## src/rtl/power_lut_arbiter.sv

```systemverilog
// Shares one single-port power-law LUT between NREQ pixel-channel requesters.
// Round-robin lookups with 1-cycle latency; a config path reloads the whole table.
module power_lut_arbiter #(
  parameter int NREQ   = 3,
  parameter int ADDR_W = 8,
  parameter int DATA_W = 16
) (
  input  logic                   clk,
  input  logic                   rst_n,
  input  logic [NREQ-1:0]        req_valid,
  input  logic [NREQ*ADDR_W-1:0] req_addr,
  output logic [NREQ-1:0]        req_ready,
  output logic [NREQ-1:0]        rsp_valid,
  output logic [DATA_W-1:0]      rsp_data,
  output logic [ADDR_W-1:0]      lut_addr,
  output logic                   lut_we,
  output logic [DATA_W-1:0]      lut_wdata,
  input  logic [DATA_W-1:0]      lut_rdata,
  input  logic                   cfg_start,
  input  logic                   cfg_wr_valid,
  input  logic [DATA_W-1:0]      cfg_wr_data,
  output logic                   cfg_wr_ready,
  output logic                   cfg_busy,
  output logic                   cfg_done
);

  localparam int PTR_W = (NREQ > 1) ? $clog2(NREQ) : 1;
  localparam int CNT_W = ADDR_W + 1;
  localparam logic [CNT_W-1:0] LAST_WORD = CNT_W'((1 << ADDR_W) - 1);

  typedef enum logic [1:0] {SERVE, DRAIN, LOAD} state_t;

  state_t            state, state_nxt;
  logic [PTR_W-1:0]  ptr, ptr_nxt, win;
  logic              found;
  int                cand;
  logic [CNT_W-1:0]  cnt, cnt_nxt;
  logic              done_nxt;
  logic [NREQ-1:0]   grant;
  logic [NREQ-1:0]   rsp_valid_q;
  logic [DATA_W-1:0] data_q;

  // First valid requester at or above the pointer, wrapping around.
  always_comb begin
    found = 1'b0;
    win   = '0;
    cand  = 0;
    for (int k = 0; k < NREQ; k++) begin
      cand = int'(ptr) + k;
      if (cand >= NREQ) cand = cand - NREQ;
      if (!found && req_valid[cand]) begin
        found = 1'b1;
        win   = PTR_W'(cand);
      end
    end
  end

  // Next-state and LUT port control; outputs held quiet while in reset.
  always_comb begin
    state_nxt    = state;
    ptr_nxt      = ptr;
    cnt_nxt      = cnt;
    done_nxt     = 1'b0;
    grant        = '0;
    lut_addr     = '0;
    lut_we       = 1'b0;
    lut_wdata    = '0;
    cfg_wr_ready = 1'b0;
    unique case (state)
      SERVE: begin
        if (cfg_start) begin
          state_nxt = DRAIN;
        end else if (found) begin
          grant[win] = 1'b1;
          lut_addr   = req_addr[win*ADDR_W +: ADDR_W];
          ptr_nxt    = (win == PTR_W'(NREQ - 1)) ? '0 : win + 1'b1;
        end
      end
      DRAIN: begin
        state_nxt = LOAD;
        cnt_nxt   = '0;
      end
      LOAD: begin
        cfg_wr_ready = 1'b1;
        if (cfg_wr_valid) begin
          lut_we    = 1'b1;
          lut_addr  = cnt[ADDR_W-1:0];
          lut_wdata = cfg_wr_data;
          cnt_nxt   = cnt + 1'b1;
          if (cnt == LAST_WORD) begin
            state_nxt = SERVE;
            cnt_nxt   = '0;
            done_nxt  = 1'b1;
          end
        end
      end
      default: state_nxt = SERVE;
    endcase
    if (!rst_n) begin
      grant        = '0;
      lut_addr     = '0;
      lut_we       = 1'b0;
      lut_wdata    = '0;
      cfg_wr_ready = 1'b0;
    end
  end

  always_ff @(posedge clk or negedge rst_n) begin
    if (!rst_n) begin
      state       <= SERVE;
      ptr         <= '0;
      cnt         <= '0;
      rsp_valid_q <= '0;
      data_q      <= '0;
      cfg_done    <= 1'b0;
    end else begin
      state       <= state_nxt;
      ptr         <= ptr_nxt;
      cnt         <= cnt_nxt;
      rsp_valid_q <= grant;
      cfg_done    <= done_nxt;
      if (|rsp_valid_q) data_q <= lut_rdata;
    end
  end

  // LUT read data is already registered, so the response passes it straight through.
  assign req_ready = grant;
  assign rsp_valid = rsp_valid_q;
  assign rsp_data  = (|rsp_valid_q) ? lut_rdata : data_q;
  assign cfg_busy  = (state != SERVE);

endmodule

```

## config.mk

```make
export PLATFORM = sky130hd
export DESIGN_NAME = power_lut_arbiter
export DESIGN_NICKNAME = d
export VERILOG_FILES = /design/src/rtl/power_lut_arbiter.sv
export SDC_FILE = /design/constraint.sdc
export NUM_CORES = 1
export LEC_CHECK = 0
export BUFFER_PORTS_ARGS = -buffer_cell sky130_fd_sc_hd__buf_2
export CORE_AREA = 2 2 86 104
export DETAILED_ROUTE_END_ITERATION = 16
export DIE_AREA = 0 0 88 106
export GPL_ROUTABILITY_DRIVEN = 0
export SYNTH_ARGS = -nofsm -noshare
export SYNTH_HDL_FRONTEND = slang
export SYNTH_SLANG_ARGS = --single-unit
```

## constraint.sdc

```tcl
create_clock -name clk -period 6.7 [get_ports clk]
set_input_delay 1.34 -clock clk [delete_from_list [all_inputs] [get_ports clk]]
set_output_delay 1.34 -clock clk [all_outputs]
set_load 0.005 [all_outputs]
```

==> results by group, run 1 <==
GRT
  • Global routing usage summed across all routing layers: 0.1401
  • Number of antenna violations at the first check in global routing: 0
  • Total gr overflow: 0
  • Wire length of the first global-routing pass: 10430 um
  • Number of global-route vias before repair: 2159
  • Largest net degree at the start of global routing: 24

Logic synthesis
  • Leading area contributor after synthesis: dfrtp_1
  • Proportion of synthesized chip area in sequential cells: 0.3624
  • Area of the mapped netlist: 2278 um^2
  • Synthesized-area fraction occupied by ao, oa, aoi and oai cells: 0.1774
  • Dominant synthesized flop cell: dfrtp_1
  • Post-synthesis area per instance: 9.150 um^2
  • Simple-gate area share of the yosys netlist: 0.2696
  • Share of synthesized area spent on multiplexers: 0.1049
  • Syn nets: 317
  • Dominant combinational cell family by area after synthesis: simple AND/OR/NAND/NOR gates
  • Fraction of registers with async set or reset after synthesis: 1.000
  • Number of flops mapped to enable cells by yosys: 0
  • Synthesis warning total: 0
  • Gate Count Post-Synth: 249
  • Synth Area in Adders: 0.02746
  • Share of Yosys cell area claimed by the top area cell type: 0.3624
  • Dominant cells by area after synthesis: dfrtp_1, mux2_2, and3_1
  • Number of flip-flops and latches in the synthesized netlist: 33
  • XOR/XNOR share of the synthesized area: 0.01153
  • Netlist cell types: 49

Placed design
  • Port Buffers: 112
  • Placed wire-length estimate: 5149 um
  • Placed cell count: 465

Hold path
  • Worst hold start: data_q[0]
  • Path class of the lowest-slack min-delay path: reg2reg

Pwr
  • Switching part of the total power: 0.4141
  • Power per cell area: 390.6 nW/um^2
  • Design Power: 0.001192 W
  • Maximum vdd drop: 165.3 uV
  • Part of the total power dissipated in combinational logic: 0.574
  • Switching power: 0.0004938 W
  • Leak pwr: 1.560 nW
  • Clock network power share: 0.164
  • Portion of total power attributed to sequential cells: 0.262
  • Internal power: 0.0006987 W

Worst setup path
  • Worst flop-to-flop path endpoint: rsp_valid[0]
  • Required @ worst endpoint: 5360 ps
  • Worst path bufs/invs: 3
  • Worst-case register-to-register setup slack: 3990 ps
  • Endpoint kind of the worst setup timing path: output port
  • Data arrival at the endpoint of the critical path: 3450 ps
  • First element of the critical path: req_valid[0]
  • CP max-delay cell: o31ai_4
  • Highest net fanout along the worst path: 23
  • Worst path cell trace: buf_2, mux2_4, mux2i_4, inv_2, o31ai_4, nor4_1, o31ai_1, buf_2
  • Capture point of the worst path: lut_addr[7]
  • Path depth of the worst reg2reg path: 7
  • Top delay family on crit path: multiplexers
  • Depth of the critical timing path with buffers and inverters included: 8
  • Startpoint of the lowest-slack register-to-register path: ptr[1]
  • Worst Path Class, Setup: in2out
  • Delay contributed by the slowest stage of the critical path: 510 ps
  • Top cell by count, worst path: buf_2
  • Kind of launch point of the worst setup path: input port

Timing
  • Setup repair after global routing missed its margin: no
  • Final hold violations: 0
  • Sum of negative setup slack: 0 ps
  • Endpoints failing setup: 0
  • Worst slew pin tran: 1175 ps
  • Timing-limited maximum frequency: 0.2089 GHz
  • Hold WS: 492.3 ps
  • Minimum clock period after layout: 4788 ps
  • Worst clock skew on the final layout: 2.505 ps
  • Max-slew violation total from the final report: 0
  • Max-slew headroom at the worst pin: 0.2123
  • Period Utilization, post-route: 0.7146

Floorplan
  • I/O pin count: 113
  • Starting density of the core: 0.2719
  • Horizontal die dimension: 88 um
  • DIE HEIGHT: 106 um
  • Row count: 37
  • Core Area: 8379 um^2
  • Total Die Area: 9328 um^2

Drt
  • Routed wire length per instance: 13.60 um
  • Via count: 2274
  • WL final: 6432 um
  • Number of iterations in the first detailed-routing pass: 4
  • Number of design rule violations left after detail routing: 0
  • Initial drt markers: 125
  • Vias per cell: 4.808
  • Post-detailed-route count of antenna-violating nets: 0

Layout
  • Number of antenna repair diodes: 0
  • Area added between synthesis and finish: 33.99%
  • Layout Cells excl Fill: 473
  • Fraction of final layout cells sized beyond drive strength 1: 0.4410
  • Fin nets: 423

CTS
  • Count of hold buffers inserted by post-cts repair: 0
  • Maximum number of buffers from clock root to sink: 2
  • Clock buffers created by TritonCTS: 5
  • Post-CTS setup repair buffer count: 0
  • H-tree level count: 2
  • PostCTS Resize Cnt: 0
  • Total number of clock tree sinks: 33
  • Clock root cell: clkbuf_8
  • Clock slew seen by the registers of the worst setup and hold paths: 70 ps
  • Clock latency of the later-clocked register in the worst-skew pair: 280 ps
  • CTS tree: built

Status
  • Run status: finished clean

Job
  • Number of max-capacitance violations reported: 0
-- synth_stat cells, types with 2 or more instances --
| cell | n |
|---|---|
| nand3_1 | 3 |
| xor2_1 | 3 |
| inv_1 | 8 |
| nand2b_1 | 3 |
| mux2_2 | 17 |
| nor2b_1 | 2 |
| o21ai_1 | 3 |
| and3_1 | 17 |
| a22o_1 | 8 |
| nand4_1 | 3 |
| o211ai_1 | 2 |
| nor2_1 | 27 |
| dfrtp_1 | 33 |
| o31ai_1 | 4 |
| a21oi_1 | 8 |
| buf_2 | 7 |
| nor3_1 | 6 |
| o31ai_2 | 6 |
| nand2_1 | 28 |
| ha_1 | 5 |
| a22oi_1 | 2 |
| o21ai_0 | 3 |
| clkbuf_1 | 7 |
| nor4_1 | 8 |
| nor3b_1 | 2 |
| and4_1 | 9 |
| nand3b_1 | 3 |
-- power groups by stage --
stage,Combinational [W],Sequential [W],Clock [W]
after global placement,0.000678,0.000314,0
after global routing,0.000762,0.000324,0.000211
after CTS,0.000691,0.000313,0.000202
after floorplan,0.000509,0.000294,0
after detailed placement,0.000690,0.000316,0
final,0.000685,0.000312,0.000195
-- layout make-up --
class,instances,area [um^2]
Inverter,9,33.78
Multi-Input combinational cell,192,1351
Sequential cell,33,825.8
Clock buffer,6,82.58
Timing Repair Buffer,114,575.6
Tap cell,117,146.4
Clock inverter,2,37.54
Fill cell,892,5326
-- cell families after synthesis --
logic type	count (synthesis)
AND/OR/NAND/NOR	116
buffers and inverters	24
flip-flops	33
adder cells (fa/ha/maj)	5
AO/OA/AOI/OAI	48
multiplexers	20
XOR/XNOR	3
-- per-layer routing --
layer	GRT usage	vias up	part of all wire
li1	-	1123	-
met1	0.1735	1065	0.42
met2	0.2419	76	0.52
met3	0.02329	10	0.044
met4	0.04835	0	0.019
met5	0	-	0
-- cell usage in the layout (no fill, tap or decap), drive strengths merged, types with 5 or more instances in the layout --
| master | count |
|---|---|
| nor2 | 27 |
| o21ai | 6 |
| nor4 | 9 |
| and3 | 17 |
| inv | 9 |
| a22o | 8 |
| dfrtp | 33 |
| clkbuf | 6 |
| nand2 | 28 |
| ha | 5 |
| o31ai | 11 |
| nor3 | 6 |
| mux2 | 18 |
| and4 | 9 |
| a21oi | 8 |
| buf | 114 |
-- registers in the layout, summed over array words and instances (netlist names) --
| register | count |
|---|---|
| ptr | 2 |
| cfg_done | 1 |
| cnt | 9 |
| data_q | 16 |
| state | 2 |
| rsp_valid | 3 |
-- how the worst min path moves through the flow --
stage                  to  slack (ps)  cells after the start
2_1_floorplan    cfg_done         440                      1
3_3_place_gp     cfg_done         470                      1
3_5_place_dp    data_q[0]         480                      1
4_1_cts         data_q[0]         500                      1
5_1_grt        data_q[14]         510                      1
6_report        data_q[0]         490                      1
-- through the flow --
step / utilization / cell area (um^2) / setup WS [ps]
finish: 0.3643 / 3053 / 1912
global route: 0.3643 / 3053 / 1746
CTS: 0.3643 / 3053 / 1900
detailed placement: 0.3500 / 2933 / 1908
global placement: 0.3500 / 2933 / 1967
floorplan: - / 2278 / 2746
Power figures use the tool's default switching activity.
==> run 2, diff against run 1 <==
Clock period 6.7 ns to 4.3 ns, I/O delays scaled along.
==> run 2 against run 1 <==
Against the previous run: clock-buffer cell count is 1 lower; sequential share of layout area is essentially flat; non-clock buffer count up 2; worst hold slack got worse by 120 ps; utilization is essentially flat; critical path depth grew 1; final cell count increased by 0.21%; total power is 55% higher; largest power group unchanged; highest routed layer unchanged.
==> results by group, run 2 (synthesized netlist as in run 1, its figures left out) <==
CTS
  • Clock root cell: clkbuf_8 (unchanged)
  • Clock latency of the later-clocked register in the worst-skew pair: 280 ps (about the same)
  • PostCTS Resize Cnt: 0 (unchanged)
  • H-tree level count: 2 (unchanged)
  • Count of hold buffers inserted by post-cts repair: 0 (unchanged)
  • Total number of clock tree sinks: 33 (unchanged)
  • Clock buffers created by TritonCTS: 5 (unchanged)
  • Post-CTS setup repair buffer count: 0 (unchanged)
  • Clock slew seen by the registers of the worst setup and hold paths: 70 ps (about the same)
  • CTS tree: built (unchanged)
  • Maximum number of buffers from clock root to sink: 2 (unchanged)

Placed design
  • Placed wire-length estimate: 5027 um (was 5149 um)
  • Post-detailed-placement cell area: 2948 um^2 (was 2933 um^2)
  • Placed cell count: 467 (was 465)
  • Port Buffers: 112 (unchanged)

Pwr
  • Portion of total power attributed to sequential cells: 0.263 (was 0.262)
  • Maximum vdd drop: 349.2 uV (was 165.3 uV)
  • Power per cell area: 604.0 nW/um^2 (was 390.6 nW/um^2)
  • Internal power: 0.001075 W (was 0.0006987 W)
  • Switching part of the total power: 0.4170 (was 0.4141)
  • Leak pwr: 1.566 nW (was 1.560 nW)
  • Part of the total power dissipated in combinational logic: 0.584 (was 0.574)
  • Clock network power share: 0.152 (was 0.164)
  • Switching power: 0.0007686 W (was 0.0004938 W)

Timing
  • Worst slew pin tran: 1158 ps (was 1175 ps)
  • Minimum clock period after layout: 3878 ps
  • Endpoints failing setup: 0 (unchanged)
  • Timing-limited maximum frequency: 0.2579 GHz
  • Final hold violations: 0 (unchanged)
  • Period Utilization, post-route: 0.9019
  • Setup repair after global routing missed its margin: no (unchanged)
  • Sum of negative setup slack: 0 ps (unchanged)
  • Worst clock skew on the final layout: 2.889 ps (was 2.505 ps)
  • Max-slew headroom at the worst pin: 0.2241 (was 0.2123)
  • Max-slew violation total from the final report: 0 (unchanged)

Hold path
  • Path class of the lowest-slack min-delay path: in2async (was reg2reg)

Layout
  • Area added between synthesis and finish: 33.94% (was 33.99%)
  • Max FFs per register: 16 (unchanged)
  • Fraction of final layout cells sized beyond drive strength 1: 0.4426 (was 0.4410)
  • Layout Cells excl Fill: 474 (was 473)
  • Final std cell area, no fill: 3052 um^2 (was 3053 um^2)
  • Top library cells by usage in the layout, fill and taps aside: buf_2, dfrtp_1, nand2_1 (unchanged)
  • Fin nets: 425 (was 423)
  • Leading cell type in the layout, fill and taps excluded: buf_2 (unchanged)
  • Register containing the most flip-flops in the final layout: data_q (unchanged)
  • Number of antenna repair diodes: 0 (unchanged)

GRT
  • Wire length of the first global-routing pass: 10190 um (was 10430 um)
  • Global routing usage summed across all routing layers: 0.1353 (was 0.1401)
  • Total gr overflow: 0 (unchanged)
  • Largest net degree at the start of global routing: 23 (was 24)
  • Number of global-route vias before repair: 2233 (was 2159)
  • Number of antenna violations at the first check in global routing: 0 (unchanged)

Worst setup path
  • Worst Path Class, Setup: reg2out (was in2out)
  • Worst flop-to-flop path endpoint: rsp_valid[1] (was rsp_valid[0])
  • Required @ worst endpoint: 3440 ps (was 5360 ps)
  • Data arrival at the endpoint of the critical path: 3020 ps (was 3450 ps)
  • Worst-case register-to-register setup slack: 1810 ps (was 3990 ps)
  • Kind of launch point of the worst setup path: register (was input port)
  • Path depth of the worst reg2reg path: 8 (was 7)
  • Endpoint kind of the worst setup timing path: output port (unchanged)
  • Highest net fanout along the worst path: 17 (was 23)
  • Startpoint of the lowest-slack register-to-register path: ptr[1] (unchanged)

Drt
  • Number of iterations in the first detailed-routing pass: 4 (unchanged)
  • Post-detailed-route count of antenna-violating nets: 0 (unchanged)
  • Routed wire length per instance: 13.48 um (was 13.60 um)
  • Vias per cell: 4.806 (was 4.808)
  • Initial drt markers: 89 (was 125)
  • Number of design rule violations left after detail routing: 0 (unchanged)
  • Via count: 2278 (was 2274)
  • WL final: 6388 um (was 6432 um)

Floorplan
  • I/O pin count: 113 (unchanged)
  • DIE HEIGHT: 106 um (unchanged)
  • Row count: 37 (unchanged)
  • Total Die Area: 9328 um^2 (unchanged)
  • Starting density of the core: 0.2719 (unchanged)
  • Core Area: 8379 um^2 (unchanged)
  • Horizontal die dimension: 88 um (unchanged)

Status
  • Run status: finished clean (unchanged)

Job
  • Number of max-capacitance violations reported: 0 (unchanged)
[run 2: final cells by class]
type,instances,area (um^2)
Clock inverter,2,35.03
Tap cell,117,146.4
Multi-Input combinational cell,192,1351
Clock buffer,5,68.82
Fill cell,880,5328
Sequential cell,33,825.8
Inverter,9,33.78
Timing Repair Buffer,116,590.6
[run 2: metrics by stage]
step	total power (W)	worst slack (ps)	utilization	hold WS, ps
4_1_cts	0.001867	423.2	0.3642	359.4
2_1_floorplan	0.001252	1285	-	442.1
5_1_grt	0.001993	131.3	0.3642	350.7
3_5_place_dp	0.001578	692.1	0.3518	471.0
3_3_place_gp	0.001562	721.9	0.3518	468.4
6_report	0.001843	421.8	0.3642	371.2
[run 2: worst max path at each step]
stage / startpoint / to / slack, ps / cells after the start
after floorplan: ptr[0] / lut_addr[5] / 1290 / 10
after global placement: req_valid[0] / lut_addr[1] / 720 / 9
after detailed placement: req_valid[2] / lut_addr[7] / 690 / 9
after CTS: ptr[0] / lut_addr[2] / 420 / 9
after global routing: ptr[0] / lut_addr[2] / 130 / 9
final: ptr[0] / lut_addr[2] / 420 / 9
[run 2: routing by layer]
layer  track usage  vias up  wire [um]
li1              -     1125          -
met5             0        -          0
met4       0.04505        0         72
met1        0.1651     1091       2711
met3       0.02640        4        265
met2        0.2343       58       3339
[run 2: power groups by stage]
| stage | registers (W) | clock network [W] | logic [W] |
|---|---|---|---|
| 2_1_floorplan | 0.000459 | 0 | 0.000794 |
| 3_3_place_gp | 0.000488 | 0 | 0.00107 |
| 3_5_place_dp | 0.000491 | 0 | 0.00109 |
| 4_1_cts | 0.000486 | 0.000292 | 0.00109 |
| 5_1_grt | 0.000499 | 0.000305 | 0.00119 |
| 6_report | 0.000485 | 0.000281 | 0.00108 |
[run 2: critical path, stage by stage (launching register included)]
cell      delay (ps)
dfrtp_1          400
inv_1             80
ha_1             460
mux2i_1          290
o22a_2           240
o211ai_2         280
and4_1           310
nor4_1           440
o31ai_2          110
buf_2            140
==> run 3, diff against run 2 <==
Settings changed: CELL_PAD_IN_SITES_DETAIL_PLACEMENT set to 1, CELL_PAD_IN_SITES_GLOBAL_PLACEMENT set to 2, CORE_AREA 2 2 86 104 to 2 2 94 115, DIE_AREA 0 0 88 106 to 0 0 96 117, PLACE_DENSITY_LB_ADDON set to 0.1.
==> run 3 against run 2 <==
Against the previous run: sequential cell count unchanged; sequential share of layout area shrank 0.81 points; setup slack worse by 77 ps; maximum frequency shrank 1.9%; combinational power is 5% higher; total power rose by 9.4%; register-to-register slack got worse by 150 ps; sequential power grew 0.8%; critical path depth increased by 1; clock skew rose by 0.56 ps; critical path type unchanged; highest routed layer unchanged.
==> results by group, run 3 (synthesized netlist as in run 1, its figures left out) <==
Floorplan
  • Horizontal die dimension: 96 um (was 88 um)
  • I/O pin count: 113 (unchanged)
  • Core Area: 10210 um^2 (was 8379 um^2)
  • Total Die Area: 11230 um^2 (was 9328 um^2)
  • Starting density of the core: 0.2232 (was 0.2719)
  • DIE HEIGHT: 117 um (was 106 um)
  • Row count: 41 (was 37)

Timing
  • Timing-limited maximum frequency: 0.2529 GHz (was 0.2579 GHz)
  • Final hold violations: 0 (unchanged)
  • Max-slew violation total from the final report: 0 (unchanged)
  • Max-slew headroom at the worst pin: 0.5541 (was 0.2241)
  • Worst slew pin tran: 666.9 ps (was 1158 ps)
  • Sum of negative setup slack: 0 ps (unchanged)
  • Worst clock skew on the final layout: 3.450 ps (was 2.889 ps)
  • Endpoints failing setup: 0 (unchanged)
  • Setup repair after global routing missed its margin: no (unchanged)
  • Minimum clock period after layout: 3955 ps (was 3878 ps)
  • Period Utilization, post-route: 0.9197 (was 0.9019)

CTS
  • CTS tree: built (unchanged)
  • H-tree level count: 2 (unchanged)
  • Clock root cell: clkbuf_16 (was clkbuf_8)
  • Post-CTS setup repair buffer count: 0 (unchanged)
  • Clock buffers created by TritonCTS: 5 (unchanged)
  • Total number of clock tree sinks: 33 (unchanged)
  • Clock latency of the later-clocked register in the worst-skew pair: 280 ps (about the same)
  • Count of hold buffers inserted by post-cts repair: 0 (unchanged)
  • Clock slew seen by the registers of the worst setup and hold paths: 50 ps (was 70 ps)
  • Maximum number of buffers from clock root to sink: 2 (unchanged)
  • PostCTS Resize Cnt: 0 (unchanged)

Worst setup path
  • Worst-case register-to-register setup slack: 1660 ps (was 1810 ps)
  • Capture point of the worst path: lut_addr[3] (was lut_addr[2])
  • Worst Path Class, Setup: reg2out (unchanged)
  • Data arrival at the endpoint of the critical path: 3090 ps (was 3020 ps)
  • Endpoint kind of the worst setup timing path: output port (unchanged)
  • Kind of launch point of the worst setup path: register (unchanged)
  • Startpoint of the lowest-slack register-to-register path: ptr[1] (unchanged)
  • Worst flop-to-flop path endpoint: rsp_valid[0] (was rsp_valid[1])
  • First element of the critical path: ptr[1] (was ptr[0])
  • Path depth of the worst reg2reg path: 8 (unchanged)
  • Required @ worst endpoint: 3440 ps (about the same)
  • Highest net fanout along the worst path: 21 (was 17)

Drt
  • WL final: 7435 um (was 6388 um)
  • Via count: 2325 (was 2278)
  • Number of design rule violations left after detail routing: 0 (unchanged)
  • Post-detailed-route count of antenna-violating nets: 0 (unchanged)
  • Vias per cell: 4.755 (was 4.806)
  • Initial drt markers: 71 (was 89)
  • Routed wire length per instance: 15.20 um (was 13.48 um)
  • Number of iterations in the first detailed-routing pass: 4 (unchanged)

Hold path
  • Path class of the lowest-slack min-delay path: in2async (unchanged)

GRT
  • Global routing usage summed across all routing layers: 0.1339 (was 0.1353)
  • Total gr overflow: 0 (unchanged)
  • Wire length of the first global-routing pass: 11720 um (was 10190 um)
  • Largest net degree at the start of global routing: 22 (was 23)
  • Number of global-route vias before repair: 2338 (was 2233)
  • Number of antenna violations at the first check in global routing: 0 (unchanged)

Layout
  • End-of-flow core utilization: 0.3081 (was 0.3642)
  • Combined area of the multi-input logic cells: 1351 um^2 (unchanged)
  • Area taken by flip-flops and latches: 825.8 um^2 (unchanged)
  • Layout fillers: 1223 (was 880)
  • Fin nets: 428 (was 425)
  • Final std cell area, no fill: 3146 um^2 (was 3052 um^2)
  • Number of antenna repair diodes: 0 (unchanged)
  • Register containing the most flip-flops in the final layout: data_q (unchanged)
  • Fraction of final layout cells sized beyond drive strength 1: 0.4472 (was 0.4426)
  • Max FFs per register: 16 (unchanged)
  • Top library cells by usage in the layout, fill and taps aside: buf_2, dfrtp_1, nand2_1 (unchanged)
  • Leading cell type in the layout, fill and taps excluded: buf_2 (unchanged)
  • Area added between synthesis and finish: 38.06% (was 33.94%)

Pwr
  • Leak pwr: 1.607 nW (was 1.566 nW)
  • Power per cell area: 641.1 nW/um^2 (was 604.0 nW/um^2)
  • Portion of total power attributed to sequential cells: 0.242 (was 0.263)
  • Clock network power share: 0.197 (was 0.152)
  • Switching power: 0.0008221 W (was 0.0007686 W)
  • Internal power: 0.001194 W (was 0.001075 W)
  • Part of the total power dissipated in combinational logic: 0.560 (was 0.584)
  • Switching part of the total power: 0.4077 (was 0.4170)
  • Maximum vdd drop: 263.0 uV (was 349.2 uV)
  • Design Power: 0.002017 W (was 0.001843 W)

Placed design
  • Placed wire-length estimate: 5865 um (was 5027 um)
  • Port Buffers: 112 (unchanged)
  • Post-detailed-placement cell area: 2985 um^2 (was 2948 um^2)

Status
  • Run status: finished clean (unchanged)

Job
  • Number of max-capacitance violations reported: 0 (unchanged)
run 3: area by class of cell:
class | instances | share of cell area
well taps | 129 | 0.05131
clock inverters | 2 | 0.01114
repair buffers | 119 | 0.1949
inverters | 9 | 0.01074
multi-input cells | 192 | 0.4296
flip-flops and latches | 33 | 0.2625
clock buffers | 5 | 0.03978
run 3: critical path, stage by stage (launching register included):
cell     delay [ps]
dfrtp_1         410
inv_1           110
ha_1            380
mux2_4          360
mux2i_4         170
buf_4           270
o22ai_2         200
a22o_1          290
nor4_1          360
o31ai_2         110
buf_2           150
run 3: power groups by stage:
stage / sequential, W / combinational, W / clock, W
floorplan: 0.000459 / 0.000794 / 0
global placement: 0.000494 / 0.00114 / 0
detailed placement: 0.000497 / 0.00115 / 0
CTS: 0.000492 / 0.00115 / 0.000415
global route: 0.000505 / 0.00127 / 0.000425
finish: 0.000489 / 0.00113 / 0.000398
run 3: how the worst min path moves through the flow:
stage               from        end  slack (ps)  cells past startpoint
6_report           rst_n     cnt[3]         410                      1
5_1_grt            rst_n     cnt[4]         420                      1
4_1_cts            rst_n     cnt[3]         410                      1
3_5_place_dp   data_q[0]  data_q[0]         480                      1
3_3_place_gp   data_q[0]  data_q[0]         480                      1
2_1_floorplan     cnt[8]   cfg_done         440                      1
run 3: per-layer routing:
layer / vias to the layer above / global-route usage / routed length (um)
met3: 8 / 0.02689 / 429
met1: 1113 / 0.1598 / 3121
li1: 1131 / - / -
met2: 73 / 0.2389 / 3766
met5: - / 0 / 0
met4: 0 / 0.04286 / 118
run 3: metrics by stage:
stage,hold WS [ps],setup WS [ps],cells
after global routing,415.7,93.28,489
after floorplan,442.1,1285,249
after detailed placement,483.4,617.7,482
after CTS,406.3,328.4,489
after global placement,476.4,600.4,482
final,408.7,345.1,489
